--- src/rtl/fetch_unit_if.sv ---
// Bundle of the fetch unit's control inputs, instruction-memory port and IF/ID outputs.
// master = fetch unit side, slave = pipeline/memory side.
interface fetch_unit_if;
  logic [1:0]  pc_sel;
  logic [31:0] jal_target;
  logic [31:0] br_target;
  logic        stall;
  logic        imem_en;
  logic [31:0] imem_addr;
  logic [31:0] imem_dout;
  logic [31:0] if_pc;
  logic [31:0] if_instr;
  logic        if_valid;
  logic        misalign_err;
  logic [31:0] fetch_cnt;

  modport master (
    input  pc_sel, jal_target, br_target, stall, imem_dout,
    output imem_en, imem_addr, if_pc, if_instr, if_valid, misalign_err, fetch_cnt
  );

  modport slave (
    output pc_sel, jal_target, br_target, stall, imem_dout,
    input  imem_en, imem_addr, if_pc, if_instr, if_valid, misalign_err, fetch_cnt
  );
endinterface

--- src/rtl/fetch_unit.sv ---
// Instruction fetch stage: PC register, next-PC selection with redirect/stall handling,
// synchronous instruction-memory addressing and a count of instructions accepted by ID.
module fetch_unit #(
  parameter logic [31:0] RESET_PC = 32'h4000_0000
) (
  input  logic          clk,
  input  logic          rst_n,
  fetch_unit_if.master  bus
);

  typedef enum logic [1:0] {
    ST_RESET = 2'd0,
    ST_PRIME = 2'd1,
    ST_RUN   = 2'd2
  } state_e;

  state_e      state_q, state_d;
  logic [31:0] pc_q, pc_d;
  logic [31:0] fetch_cnt_q, fetch_cnt_d;
  logic        misalign_q, misalign_d;
  logic        redirect;
  logic [31:0] target;
  logic        valid;

  // pc_sel==11 is reserved and falls through to sequential fetch.
  always_comb begin
    redirect = (bus.pc_sel == 2'b01) || (bus.pc_sel == 2'b10);
    target   = (bus.pc_sel == 2'b10) ? bus.br_target : bus.jal_target;
  end

  always_comb begin
    state_d       = state_q;
    pc_d          = pc_q;
    misalign_d    = misalign_q;
    fetch_cnt_d   = fetch_cnt_q;
    valid         = 1'b0;
    bus.imem_en   = 1'b0;
    bus.imem_addr = RESET_PC;
    case (state_q)
      ST_RESET: begin
        state_d = ST_PRIME;
      end
      ST_PRIME: begin
        bus.imem_en   = 1'b1;
        bus.imem_addr = RESET_PC;
        pc_d          = RESET_PC;
        state_d       = ST_RUN;
      end
      ST_RUN: begin
        bus.imem_en = 1'b1;
        // The slot being presented is wrong-path whenever we redirect.
        valid = !redirect;
        if (redirect) begin
          pc_d = {target[31:2], 2'b00};
          if (target[1:0] != 2'b00) begin
            misalign_d = 1'b1;
          end
        end else if (!bus.stall) begin
          pc_d = pc_q + 32'd4;
        end
        bus.imem_addr = pc_d;
        if (valid && !bus.stall) begin
          fetch_cnt_d = fetch_cnt_q + 32'd1;
        end
      end
      default: begin
        state_d = ST_RESET;
      end
    endcase
  end

  always_ff @(posedge clk or negedge rst_n) begin
    if (!rst_n) begin
      state_q     <= ST_RESET;
      pc_q        <= RESET_PC;
      misalign_q  <= 1'b0;
      fetch_cnt_q <= 32'd0;
    end else begin
      state_q     <= state_d;
      pc_q        <= pc_d;
      misalign_q  <= misalign_d;
      fetch_cnt_q <= fetch_cnt_d;
    end
  end

  // Memory data is not reset: the PRIME cycle never presents it as valid.
  assign bus.if_valid     = valid;
  assign bus.if_pc        = pc_q;
  assign bus.if_instr     = bus.imem_dout;
  assign bus.misalign_err = misalign_q;
  assign bus.fetch_cnt    = fetch_cnt_q;

endmodule

--- src/flat_wrapper.sv ---
// flat-port wrapper written by rule: the top's interface ports become plain ports
module fetch_unit_flat 
#(
  parameter logic [31:0] RESET_PC = 32'h4000_0000
)
  (clk, rst_n, bus_pc_sel, bus_jal_target, bus_br_target, bus_stall, bus_imem_dout, bus_imem_en, bus_imem_addr, bus_if_pc, bus_if_instr, bus_if_valid, bus_misalign_err, bus_fetch_cnt);
  fetch_unit_if bus_i ();
  input  logic clk;
  input  logic rst_n;
  input wire logic [$bits(bus_i.pc_sel)-1:0] bus_pc_sel;
  input wire logic [$bits(bus_i.jal_target)-1:0] bus_jal_target;
  input wire logic [$bits(bus_i.br_target)-1:0] bus_br_target;
  input wire logic [$bits(bus_i.stall)-1:0] bus_stall;
  input wire logic [$bits(bus_i.imem_dout)-1:0] bus_imem_dout;
  output wire logic [$bits(bus_i.imem_en)-1:0] bus_imem_en;
  output wire logic [$bits(bus_i.imem_addr)-1:0] bus_imem_addr;
  output wire logic [$bits(bus_i.if_pc)-1:0] bus_if_pc;
  output wire logic [$bits(bus_i.if_instr)-1:0] bus_if_instr;
  output wire logic [$bits(bus_i.if_valid)-1:0] bus_if_valid;
  output wire logic [$bits(bus_i.misalign_err)-1:0] bus_misalign_err;
  output wire logic [$bits(bus_i.fetch_cnt)-1:0] bus_fetch_cnt;
  assign bus_i.pc_sel = bus_pc_sel;
  assign bus_i.jal_target = bus_jal_target;
  assign bus_i.br_target = bus_br_target;
  assign bus_i.stall = bus_stall;
  assign bus_i.imem_dout = bus_imem_dout;
  assign bus_imem_en = bus_i.imem_en;
  assign bus_imem_addr = bus_i.imem_addr;
  assign bus_if_pc = bus_i.if_pc;
  assign bus_if_instr = bus_i.if_instr;
  assign bus_if_valid = bus_i.if_valid;
  assign bus_misalign_err = bus_i.misalign_err;
  assign bus_fetch_cnt = bus_i.fetch_cnt;
  fetch_unit #(.RESET_PC(RESET_PC)) u_core (.clk(clk), .rst_n(rst_n), .bus(bus_i));
endmodule
--- config.mk ---
export PLATFORM = sky130hd
export DESIGN_NAME = fetch_unit_flat
export DESIGN_NICKNAME = d
export VERILOG_FILES = /design/src/rtl/fetch_unit_if.sv /design/src/rtl/fetch_unit.sv /design/src/flat_wrapper.sv
export SDC_FILE = /design/constraint.sdc
export NUM_CORES = 1
export LEC_CHECK = 0
export ABC_CLOCK_PERIOD_IN_PS = 3200
export BUFFER_PORTS_ARGS = -buffer_cell sky130_fd_sc_hd__buf_4
export CORE_MARGIN = 10
export CORE_UTILIZATION = 51
export CTS_CLUSTER_SIZE = 20
export DETAILED_ROUTE_END_ITERATION = 10
export GPL_TIMING_DRIVEN = 0
export PLACE_DENSITY = 0.9
export SLEW_MARGIN = 20
export SYNTH_ARGS = -nofsm -noshare
export SYNTH_HDL_FRONTEND = slang
export SYNTH_SLANG_ARGS = --single-unit
--- constraint.sdc ---
create_clock -name clk -period 3.2 [get_ports clk]
set_clock_uncertainty 0.1 [all_clocks]
set_input_delay 0.16 -clock clk [delete_from_list [all_inputs] [get_ports clk]]
set_output_delay 0.16 -clock clk [all_outputs]
set_load 0.02 [all_outputs]
==> metrics.md <==
| Metric | Value |
|---|---|
| Status | `finished clean` |
| Crit-path max FO | `10` |
| Setup crit end kind | `primary output` |
| Die H | `117 um` |
| End point of the worst hold path | `u_core.bus.fetch_cnt[2]` |
| GRT overflow | `0` |
| Final Instance Count excl. Fillers | `844` |
| Synth cell types | `59` |
| Final setup violation count | `0` |
| DR WL/cell | `19.8 um` |
| Final setup TNS | `0 ns` |
| CORE AREA | `9200 um2` |
| DRT iter0 DRCs | `318` |
| Syn nets | `about 630` |
| Syn. warnings | `0` |
| DR DRC count | `0` |
| Final Hold Violating Endpoints | `0` |
| Worst EP arrival | `~2.7 ns` |
| Worst Setup SP | `u_core.state_q[0]` |
| Total wire length | `between 15 and 20 mm` |
| FF-to-FF End | `u_core.bus.if_pc[17]` |
| CTS Hold Bufs | `1` |
| First-pass GRT wire length | `25.1 mm` |
| Largest net degree at the start of global routing | `68` |
| FF-to-FF Start | `u_core.state_q[0]` |
| Clk buf depth | `2` |
| Hold depth | `4` |
| Post-CTS Resized | `0` |
| Initial antenna violation count | `0` |
| PortBufs | `198` |
| GP Congestion | `~0.9` |
| CP Class | `reg -> out` |
| Syn_area_per_cell | `9.27 um2` |
| Vias per inst | `5.79` |
| CTS tree | `done` |
| Max-slew violations | `0` |
| Worst hold slack | `0.0696 ns` |
| Most used DFF post-synth | `dfrtp_1` |
| Setup repair bufs after CTS | `0` |
| Fmax | `about 340 MHz` |
| Mapped cell area | `4800 um2` |
| Clk sink count | `67` |
| Element type at the critical path start | `flop` |
| Max_cap viols | `0` |
| CTS Buf Count | `9` |
| Placed Instances | `827` |
| Num ports | `232` |
| EDFF count, synth | `0` |
| Gr usage total | `23.2%` |
| Design area | `around 6600 um2` |
| Register area share after synthesis | `34.9%` |
| RSZ-0062 raised after global routing | `no` |
| Flop-to-flop setup slack | `0.53 ns` |
| Asr flop ratio synth | `100%` |
| CTS H-tree depth | `3` |
| Antenna-violating nets left | `0` |
| Pleak | `0.00320 uW` |
| Share of cells above drive strength 1 | `between 40% and 50%` |
| Final core occ | `72.3%` |
| #FFs+latches synth | `67` |
| Post-DP Area | `6430 um2` |
| Tcrit/Tclk final | `about nine tenths` |
| Pwr Density | `468 nW/um2` |
| Standard-cell rows | `35` |
| Hold path start | `bus_stall` |
| DP HPWL | `between 10 and 15 mm` |
| Die ar. | `13700 um2` |
| Vias | `4883` |
| VDD IR max | `311 uV` |
| WP data required | `2.94 ns` |
| Relative slew slack | `39.6%` |
| Slew at the pin with the worst max-slew slack | `just over 0.9 ns` |
| DRT Pass-1 Iters | `5` |
| Initial core utilization | `52.2%` |
| Synthesized netlist cell count | `518` |
| N_diodes | `0` |
| Post-layout min period | `2.91 ns` |
| Clock Tree Root | `clkbuf_8` |
| Layout area overhead | `38.4%` |
| Fin nets | `about 840` |
| Die width | `117 um` |
| Vias in the first global route | `between 4000 and 5000` |
| Clock transition at path regs | `approximately 0.08 ns` |
| Worst hold path type | `in -> reg` |
| Worst reg2reg path depth | `6` |
| Clk_lat worst skew | `approximately 0.34 ns` |
==> per-stage QoR <==
stage	setup slack [ns]	total power [uW]
3_5_place_dp	0.470	2360
2_1_floorplan	0.877	1810
4_1_cts	0.352	3110
5_1_grt	0.186	3260
6_report	0.292	3110
3_3_place_gp	0.464	2330
==> placed cells by master (no fill, tap or decap), types with 13 or more instances in the layout <==
| cell type | netlist | final |
|---|---|---|
| clkbuf_1 | 22 | 22 |
| inv_1 | 18 | 18 |
| o21ai_0 | 28 | 28 |
| buf_4 | 32 | 230 |
| nor2_1 | 13 | 13 |
| xnor2_1 | 35 | 35 |
| nand3_1 | 24 | 24 |
| xor2_1 | 24 | 24 |
| dfrtp_1 | 66 | 66 |
| nand4_1 | 16 | 16 |
| a21oi_1 | 30 | 30 |
| mux2_2 | 33 | 33 |
| nand2_1 | 35 | 35 |
| a21boi_0 | 13 | 13 |
==> critical path, stage by stage (launching register included) <==
cell and delay (ns):
dfrtp_1 0.41, inv_1 0.10, ha_1 0.16, clkbuf_1 0.42
clkbuf_1 0.50, o21ai_0 0.28, a21oi_1 0.25, buf_4 0.19
==> layer usage <==
layer	track usage, %	vias up	share of wire, %
met3	5.50	39	8.9
met4	9.56	0	2.8
met2	40.5	265	50
met1	26.7	2323	38
met5	0	-	0
li1	-	2256	-
==> final cells by class <==
| type | instances | area (um2) |
|---|---|---|
| multi-input combinational | 368 | 2680 |
| fill | 690 | 2550 |
| sequential | 67 | 1680 |
| timing repair buffer | 199 | 1500 |
| buffer | 65 | 380 |
| tap | 111 | 139 |
| clock buffer | 9 | 124 |
| clock inverter | 7 | 83.8 |
| inverter | 18 | 67.6 |
==> synth_stat cells (all sizes together) (6+ instances only) <==
cell type  instances  area (um2)
a21oi             30         150
nand4             18         134
xnor2             35         307
dfrtp             66        1650
a2bb2oi           10        87.6
clkbuf            23        87.6
o21ai             28         140
nand3             24         120
a31o               7        61.3
buf               42         293
nor4               7        80.1
mux2i             11         110
a21boi            13        97.6
inv               18        67.6
and4               6        52.6
and3              11        68.8
ha                 6        75.1
mux2              33         372
nor2              13        48.8
xor2              24         210
o21bai             7        52.6
nand2             35         131
nor3              13        86.3
==> worst max path at each step <==
| stage | endpoint |
|---|---|
| after floorplan | bus_imem_addr[26] |
| after global placement | bus_imem_addr[9] |
| after detailed placement | bus_imem_addr[9] |
| after CTS | bus_imem_addr[9] |
| after global routing | bus_imem_addr[30] |
| final | bus_imem_addr[25] |
==> power by group <==
group,switching (uW),internal (uW)
combinational,671,560
clock,384,374
sequential,170,951
==> registers in the layout, indices dropped and copies added, names as in the netlist <==
name,cells
u_core.bus.if_pc,32
u_core.bus.fetch_cnt,32
u_core.bus.misalign_err,1
u_core.state_q,2
==> cells by family (layout without fill, tap and decap cells) <==
family,count (synthesis),in the layout,share of synthesized area (%)
compound gates,115,115,15.7
mux,44,44,10.0
fa+ha+maj,6,6,1.56
simple gates,144,144,17.7
buf+inv,83,298,9.33
flops,67,67,34.9
xor+xnor,59,59,10.8
Note: power is estimated with default switching activity, not from simulation.
